<file path="src/rtl/svm_pkg.sv">
// Shared constants and types for the SVM dot-product chunk accumulator.
package svm_pkg;

  localparam int DATA_WIDTH = 32;

  localparam logic FP_OP_ADD = 1'b0;
  localparam logic FP_OP_SUB = 1'b1;

  typedef enum logic [1:0] {
    IDLE      = 2'd0,
    WAIT_PART = 2'd1,
    ADD       = 2'd2,
    DONE      = 2'd3
  } accum_state_t;

endpackage

</file>
<file path="src/rtl/fp_arith.sv">
// Two-stage IEEE-754 single-precision add/sub unit.
// Denormals flush to zero and the result is truncated, not rounded.
module fp_arith
  import svm_pkg::*;
(
  input  logic                  clk,
  input  logic                  rst_n,
  input  logic                  en,
  input  logic                  op_sel,
  input  logic [DATA_WIDTH-1:0] data_1,
  input  logic [DATA_WIDTH-1:0] data_2,
  output logic [DATA_WIDTH-1:0] data_accum_o,
  output logic                  data_o_vld
);

  logic [DATA_WIDTH-1:0] opA_q, opB_q, sum_q, sum_d;
  logic                  opSub_q, stage1Vld_q, outVld_q;

  logic              signA, signB, bigS, smallS;
  logic [7:0]        expA, expB, bigE, smallE, expDiff;
  logic [23:0]       manA, manB, bigM, smallM;
  logic [25:0]       bigExt, smallExt;
  logic [26:0]       mag;
  logic signed [9:0] resE;

  always_ff @(posedge clk or negedge rst_n) begin
    if (!rst_n) begin
      opA_q       <= '0;
      opB_q       <= '0;
      opSub_q     <= 1'b0;
      stage1Vld_q <= 1'b0;
      outVld_q    <= 1'b0;
      sum_q       <= '0;
    end else begin
      stage1Vld_q <= en;
      outVld_q    <= stage1Vld_q;
      if (en) begin
        opA_q   <= data_1;
        opB_q   <= data_2;
        opSub_q <= op_sel;
      end
      if (stage1Vld_q) begin
        sum_q <= sum_d;
      end
    end
  end

  // Align the smaller magnitude to the larger, add or subtract, then renormalize.
  always_comb begin
    signA = opA_q[31];
    signB = opB_q[31] ^ (opSub_q == FP_OP_SUB);
    expA  = opA_q[30:23];
    expB  = opB_q[30:23];
    manA  = (expA == 8'd0) ? 24'd0 : {1'b1, opA_q[22:0]};
    manB  = (expB == 8'd0) ? 24'd0 : {1'b1, opB_q[22:0]};

    if ({expB, manB} > {expA, manA}) begin
      bigS = signB; bigE = expB; bigM = manB;
      smallS = signA; smallE = expA; smallM = manA;
    end else begin
      bigS = signA; bigE = expA; bigM = manA;
      smallS = signB; smallE = expB; smallM = manB;
    end

    expDiff  = bigE - smallE;
    bigExt   = {bigM, 2'b00};
    smallExt = (expDiff > 8'd25) ? 26'd0 : ({smallM, 2'b00} >> expDiff);

    if (bigS == smallS) begin
      mag = {1'b0, bigExt} + {1'b0, smallExt};
    end else begin
      mag = {1'b0, bigExt} - {1'b0, smallExt};
    end

    resE = $signed({2'b00, bigE});
    if (mag[26]) begin
      mag  = mag >> 1;
      resE = resE + 10'sd1;
    end
    for (int i = 0; i < 25; i++) begin
      if (!mag[25] && (mag != 27'd0)) begin
        mag  = mag << 1;
        resE = resE - 10'sd1;
      end
    end

    if ((mag == 27'd0) || (bigE == 8'd0) || (resE <= 10'sd0)) begin
      sum_d = '0;
    end else if (resE >= 10'sd255) begin
      sum_d = {bigS, 8'hFF, 23'd0};
    end else begin
      sum_d = {bigS, resE[7:0], mag[24:2]};
    end
  end

  assign data_accum_o = sum_q;
  assign data_o_vld   = outVld_q;

endmodule

</file>
<file path="src/rtl/svm_chunk_accum.sv">
// Combines num_chunks partial sums from the vector adder tree into one
// floating-point dot-product result using a single shared adder.
module svm_chunk_accum #(
  parameter int DATA_WIDTH = 32,
  parameter int CNT_W      = 8
) (
  input  logic                  clk,
  input  logic                  rst,
  input  logic                  start,
  input  logic [CNT_W-1:0]      num_chunks,
  input  logic [DATA_WIDTH-1:0] part_data,
  input  logic                  part_vld,
  output logic                  part_rdy,
  output logic [DATA_WIDTH-1:0] result,
  output logic                  result_vld,
  output logic                  busy,
  output logic                  err
);
  import svm_pkg::*;

  accum_state_t          state_q, state_d;
  logic [DATA_WIDTH-1:0] accum_q, accum_d;
  logic [DATA_WIDTH-1:0] partOp_q, partOp_d;
  logic [DATA_WIDTH-1:0] result_q, result_d;
  logic [CNT_W-1:0]      cnt_q, cnt_d, num_q, num_d, cntInc;
  logic                  addEn_q, addEn_d;
  logic                  err_q, err_d;
  logic                  rstN, addVld;
  logic [DATA_WIDTH-1:0] addSum;

  assign cntInc = cnt_q + CNT_W'(1);
  assign rstN   = ~rst;

  always_ff @(posedge clk or posedge rst) begin
    if (rst) begin
      state_q <= IDLE;
    end else begin
      state_q <= state_d;
    end
  end

  // The first chunk is loaded straight into the accumulator; later chunks go through the adder.
  always_comb begin
    state_d  = state_q;
    accum_d  = accum_q;
    partOp_d = partOp_q;
    cnt_d    = cnt_q;
    num_d    = num_q;
    addEn_d  = 1'b0;
    case (state_q)
      IDLE: begin
        if (start) begin
          num_d   = num_chunks;
          cnt_d   = '0;
          accum_d = '0;
          state_d = (num_chunks == '0) ? DONE : WAIT_PART;
        end
      end
      WAIT_PART: begin
        if (part_vld) begin
          if (cnt_q == '0) begin
            accum_d = part_data;
            cnt_d   = cntInc;
            if (cntInc == num_q) begin
              state_d = DONE;
            end
          end else begin
            partOp_d = part_data;
            addEn_d  = 1'b1;
            state_d  = ADD;
          end
        end
      end
      ADD: begin
        if (addVld) begin
          accum_d = addSum;
          cnt_d   = cntInc;
          state_d = (cntInc == num_q) ? DONE : WAIT_PART;
        end
      end
      DONE: begin
        state_d = IDLE;
      end
      default: begin
        state_d = IDLE;
      end
    endcase

    result_d = (state_d == DONE) ? accum_d : result_q;
    // A stray part_vld in IDLE wins over the clear from a simultaneous start.
    err_d = ((state_q == IDLE) && part_vld) ||
            (err_q && !((state_q == IDLE) && start));
  end

  always_comb begin
    part_rdy   = (state_q == WAIT_PART);
    result_vld = (state_q == DONE);
    busy       = (state_q != IDLE);
    result     = result_q;
    err        = err_q;
  end

  always_ff @(posedge clk or posedge rst) begin
    if (rst) begin
      accum_q  <= '0;
      partOp_q <= '0;
      result_q <= '0;
      cnt_q    <= '0;
      num_q    <= '0;
      addEn_q  <= 1'b0;
      err_q    <= 1'b0;
    end else begin
      accum_q  <= accum_d;
      partOp_q <= partOp_d;
      result_q <= result_d;
      cnt_q    <= cnt_d;
      num_q    <= num_d;
      addEn_q  <= addEn_d;
      err_q    <= err_d;
    end
  end

  fp_arith u_adder (
    .clk          (clk),
    .rst_n        (rstN),
    .en           (addEn_q),
    .op_sel       (FP_OP_ADD),
    .data_1       (accum_q),
    .data_2       (partOp_q),
    .data_accum_o (addSum),
    .data_o_vld   (addVld)
  );

endmodule

</file>
<file path="config.mk">
export PLATFORM = sky130hd
export DESIGN_NAME = svm_chunk_accum
export DESIGN_NICKNAME = d
export VERILOG_FILES = /design/src/rtl/svm_pkg.sv /design/src/rtl/fp_arith.sv /design/src/rtl/svm_chunk_accum.sv
export SDC_FILE = /design/constraint.sdc
export NUM_CORES = 1
export LEC_CHECK = 0
export BUFFER_PORTS_ARGS = -buffer_cell sky130_fd_sc_hd__buf_2
export CORE_ASPECT_RATIO = 1.75
export CORE_MARGIN = 3
export CORE_UTILIZATION = 40
export DETAILED_ROUTE_END_ITERATION = 10
export PLACE_DENSITY_LB_ADDON = 0.2
export RECOVER_POWER = 25
export SKIP_LAST_GASP = 1
export SYNTH_ARGS = -nofsm -noshare
export SYNTH_HDL_FRONTEND = slang
export SYNTH_SLANG_ARGS = --single-unit
</file>
<file path="constraint.sdc">
create_clock -name clk -period 34.5 [get_ports clk]
set_clock_uncertainty 0.2 [all_clocks]
set_input_delay 1.725 -clock clk [delete_from_list [all_inputs] [get_ports clk]]
set_output_delay 1.725 -clock clk [all_outputs]
set_load 0.03 [all_outputs]
</file>
* After elaboration in Yosys (flattened, before gate mapping)
Cells that the tools add are included.
** Storage, ports and cells
- Register bits after elaboration :: 214
- Latch bits :: 0
- Bits in writable memories :: 0
- ROM bits :: 0
- Memories :: 0
** Cells by class
- $add $sub $neg :: 30
- Multipliers :: 0
- Divide/modulo/power cells :: 0
- Order comparisons :: 4
- Equal/unequal tests :: 10
- Shift operators :: 1
- Multiplexer cells :: 85
- Bitwise logic cells :: 1
- Reductions and logical operators :: 94
** Operators by type and width (count)
- 2-to-1 mux 27 bit :: 26
- nonzero test 27 bit :: 25
- 2-to-1 mux 10 bit :: 26
- subtractor 10 x 2 -> 10 bit (second input constant) :: 25
- 2-to-1 mux 32 bit :: 5
- 2-to-1 mux 24 bit :: 4
- case mux 32 bit (3 select lines) :: 1
- 2-to-1 mux 26 bit :: 2
- 2-to-1 mux 8 bit :: 6
- zero test 8 bit :: 5
- greater-than comparator 32 bit :: 1
- 2-to-1 mux 31 bit :: 1
- logical AND 1 bit :: 28
- adder 26 x 26 -> 27 bit :: 1
- zero test 27 bit :: 1
- subtractor 26 x 26 -> 27 bit :: 1
- zero test 1 bit :: 26
- >> shifter 26 x 8 -> 26 bit :: 1
- case mux 8 bit (3 select lines) :: 1
- 2-to-1 mux 2 bit :: 7
- greater-or-equal comparator 10 x 9 -> 1 bit (second input constant) :: 1
- less-or-equal comparator 10 x 1 -> 1 bit (second input constant) :: 1
- adder 8 x 1 -> 9 bit (second input constant) :: 1
- adder 8 x 1 -> 8 bit (second input constant) :: 1
- other kinds (18) :: 28

* Depth between registers and ports, before layout
- Depth after elaboration :: 89
- Mapped depth :: 130
- Mapped depth without buffers :: 119

* By module
A second synthesis with hierarchy kept.
** Unflattened totals
- Cell total of the unflattened synthesis :: 3995
- Area total of the unflattened synthesis :: 30561.8 um^2
** Modules (own cells, without submodules)
- fp_arith :: instances 1, cells each 3581, area each 25424.4 um^2, seq. area each 2477.4 um^2
- svm_chunk_accum :: instances 1, cells each 414, area each 5137.4 um^2, seq. area each 2902.8 um^2

* Worst setup path before layout
Ideal clock, no wire load.
- Path type :: register -> register
- From :: register u_adder.opA_q[26]
- To :: register u_adder.sum_q[10], in the netlist u_adder.data_accum_o[10]
- Arrival :: 26.321 ns
- Data required time :: 34.160 ns
- Slack :: 7.839 ns
- Stages on the path, launching flop included :: 126
- Path through :: dfrtp_1 -> nor4_1 -> nand3_1 -> inv_2 -> buf_2 -> buf_2 -> ha_1 -> a21oi_1 -> o21ai_1 -> a2111oi_1 -> o2111ai_1 -> o21ai_2 -> buf_4 -> buf_2 -> clkbuf_1 -> buf_1 -> buf_1 -> mux2_2 -> (+90 left out) -> nand2_1 -> o21ai_1 -> ha_1 -> mux2i_1 -> inv_1 -> ha_1 -> a22o_1 -> a21oi_1 -> inv_1 -> ha_1 -> nand4_1 -> xnor2_1 -> nor4_1 -> nand2b_1 -> or4b_1 -> o211ai_2 -> buf_4 -> o32ai_1
** On the way
- Word-level cells in the longest chain between the ends :: 89
** RTL lines
- start: declaration :: line fp_arith.sv:16 : logic [DATA_WIDTH-1:0] opA_q, opB_q, sum_q, sum_d;
- start signal: assignment :: line fp_arith.sv:38 : opA_q <= data_1;
- parallel branches: the longest is 88 deep, another holds greater-than comparator 32 bit
- 2-to-1 mux 32 bit * :: line fp_arith.sv:87 : if ((mag == 27'd0) || (bigE == 8'd0) || (resE <= 10'sd0)) begin
- end signal: assignment :: line fp_arith.sv:43 : sum_q <= sum_d;
- end: declaration :: line fp_arith.sv:16
Mark *: on every way between the ends.
A chain may end at the register's enable or synchronous reset.

* Worst setup path after layout
- From :: register u_adder.opB_q[26]
- To :: register u_adder.sum_q[4], in the netlist u_adder.data_accum_o[4]
** On the way
- Word-level cells in the longest chain between the ends :: 89
** RTL lines
- start: declaration :: line fp_arith.sv:16
- start signal: assignment :: line fp_arith.sv:39 : opB_q <= data_2;
- parallel branches: the longest is 88 deep, another holds greater-than comparator 32 bit
- 2-to-1 mux 32 bit * :: line fp_arith.sv:87
Marked as above.

==> impl_results.md <==
- Syn Area/Cell: 7.307 um2
- Synth Net Count: 4,168
- CTS tree: done
- Pin count of the biggest net entering global routing: approximately 140
- ANT nets after route: 0
- DRC errors left: 0
- Status: finished with violations
- Full die area: 76,630 um2
- Most frequent cell after synthesis: nand2_1
- Most used DFF post-synth: dfrtp_1
- Ant. Diodes: 0
- Post-synth ARST share: 1.000
- Share of cells above drive strength 1: 0.1128
- Grt ovf: 0
- Setup TNS: 0 ps
- Post-synth top cells: nand2_1, nor2_1, a21oi_1
- Final Wtd Congestion: roughly 1.0
- Rel. slew slack: -3.010
- Seq/Total Area, Yosys: 0.1828
- I/O pins: 80
- Hold Path Class: register to register
- MaxCap Viol Count: 2
- H-tree depth: 1
- Ys Warns: 0
- Starting DRT DRC Count: 2,321
- Core ar.: 72,220 um2
- Final Hold Vio Count: 0
- Die W: 210.6 um
- DP HPWL: 89.76 mm
- Top area cells in the synthesized netlist: dfrtp_1, nand2_1, mux2_2, nor2_1, ha_1
- Hold buffer count at CTS: 0
- Synthesized area: 29,290 um2
- Critical path's largest stage delay: roughly 760 ps
- Clock buffer depth: 3
- Initial antenna violation count: 0
- Final Max Tran Viols: 215
- Crit path required time: between 30,000 and 40,000 ps
- Via density: 6.230
- Port Buffers: 79
- Layout area overhead: 5.814%
- Startpoint Class: register
- Worst-margin pin slew: 5982 ps
- Failing checks: capacitance limit, slew limit
- Via count: between 30,000 and 40,000
- DR pass1 iterations: 6
- Starting density of the core: 0.4055
- Fill cells: 7,736
- Clock root buffer: clkbuf_16
- Setup-failing EPs final: 0
- Post-Synthesis Cells: between 4,000 and 5,000
- Die Height: 364.0 um
- Wirelength per Cell: 23.15 um
- Sink Count: 214
- CTS buffer count: 19
- # rows: between 100 and 150
- Post-CTS setup buffers: 0
- Fin nets: 4,112
- Vias in the first global route: 30,240
- Worst-path clk slew: 70 ps
- Max Fanout on Critical Path: between 60 and 70
- Clock latency at the later pin of the worst-skew pair: approximately 500 ps
- GRT Total Usage: 0.2849
- Cell mode on critical path: ha_1
- Critical Path AT: 31,180 ps
- #FFs+latches synth: 214
- # resized after CTS: 0
- Fmax: 0.03218 GHz
- Crit. End Element: register
- Unique masters post-synth: about 120
- Shortest period the worst path allows: roughly 31,000 ps
- Slowest cell on the critical path: a2111oi_0
- Synth area leader: dfrtp_1
- Post-synth EDFFs: 0
- Kind of critical path: register to register
- Tcrit/Tclk final: 0.9006
- Routed WL: 113.2 mm
- Top cell type's share of synthesized area: 0.1828
- Global-route wire length before repair: roughly 170 mm
- RSZ-0062 raised after global routing: no
kinds of logic after synthesis:
family | count (synthesis) | share of synthesized area
adder cells (fa/ha/maj) | 116 | 0.04981
buffers and inverters | 359 | 0.05028
multiplexers | 305 | 0.1158
flip-flops | 214 | 0.1828
AND/OR/NAND/NOR | 1674 | 0.2734
AO/OA/AOI/OAI | 1112 | 0.2550
XOR/XNOR | 228 | 0.07280
placed cells by master, fill, tap and decap left out, types with 22 or more instances in the layout:
master,n
a21oi_1,253
nor4_1,34
nor2_1,409
o21a_1,26
nor3_1,123
mux2i_1,139
o31ai_1,30
mux2_2,151
nand2b_1,55
ha_1,114
o211ai_1,42
inv_1,141
xor2_1,91
a31oi_1,39
a22oi_1,45
nand3_1,117
o21ai_0,233
a21o_1,62
buf_2,78
and3_1,38
or3_1,22
o21ai_1,37
and2_1,65
nor2b_1,33
dfrtp_1,213
nand4_1,64
nand2_1,568
buf_4,55
xnor2_1,119
a211oi_1,64
per-stage QoR:
stage | hold WS [ps] | std cells | area [um2] | setup WS, ps | utilization
detailed placement | 256.8 | 4855 | 30400 | 3786 | 0.4210
CTS | 274.6 | 4888 | 31010 | 3704 | 0.4293
global placement | 253.0 | 4855 | 30400 | 4388 | 0.4210
floorplan | 170.4 | 4008 | 29290 | 7839 | -
finish | 269.7 | 4888 | 30990 | 3428 | 0.4291
global route | 291.4 | 4888 | 30990 | 1163 | 0.4291
cell type report:
class	instances	area [um2]	area share
flip-flops and latches	214	5356	0.1728
repair buffers	136	814.5	0.02628
clock buffers	26	531.8	0.01716
multi-input cells	3435	22510	0.7264
inverters	146	549.3	0.01772
well taps	924	1156	0.03730
clock inverters	7	71.32	0.002301
flip-flops by register name (all words and copies together) (netlist names):
register	count
state_q	2
partOp_q	32
accum_q	32
num_q	8
u_adder.opA_q	32
result	32
u_adder.data_accum_o	32
u_adder.stage1Vld_q	1
u_adder.opB_q	32
u_adder.data_o_vld	1
addEn_q	1
cnt_q	8
err	1
layer usage:
metal | share of wire | global-route usage | vias to the layer above
met3 | 0.040 | 0.02557 | 401
met5 | 0 | 0 | -
li1 | - | - | 14490
met2 | 0.51 | 0.5336 | 1032
met4 | 0.077 | 0.1887 | 0
met1 | 0.37 | 0.3011 | 14530
final timing paths:
path,slack [ps],start,cells past startpoint,end
setup / recovery,3430,u_adder.opB_q[26],109,u_adder.data_accum_o[4]
hold / removal,270,partOp_q[21],2,partOp_q[21]
setup reg to reg,3430,u_adder.opB_q[26],109,u_adder.data_accum_o[4]
hold reg to reg,270,partOp_q[21],2,partOp_q[21]
max in group asynchronous,28270,rst,2,addEn_q
min in group asynchronous,2900,rst,2,num_q[6]
critical path: cells and delay by family, from the launching register on:
family	cells	cell delay, ps
flip-flops	1	460
buffers and inverters	10	2260
AO/OA/AOI/OAI	35	9610
AND/OR/NAND/NOR	32	8380
XOR/XNOR	1	310
multiplexers	12	3770
adder cells (fa/ha/maj)	19	5760
Power is left out: the tool's default activity adds up to more than one toggle a clock period on the data nets, which glitch-free logic cannot reach.
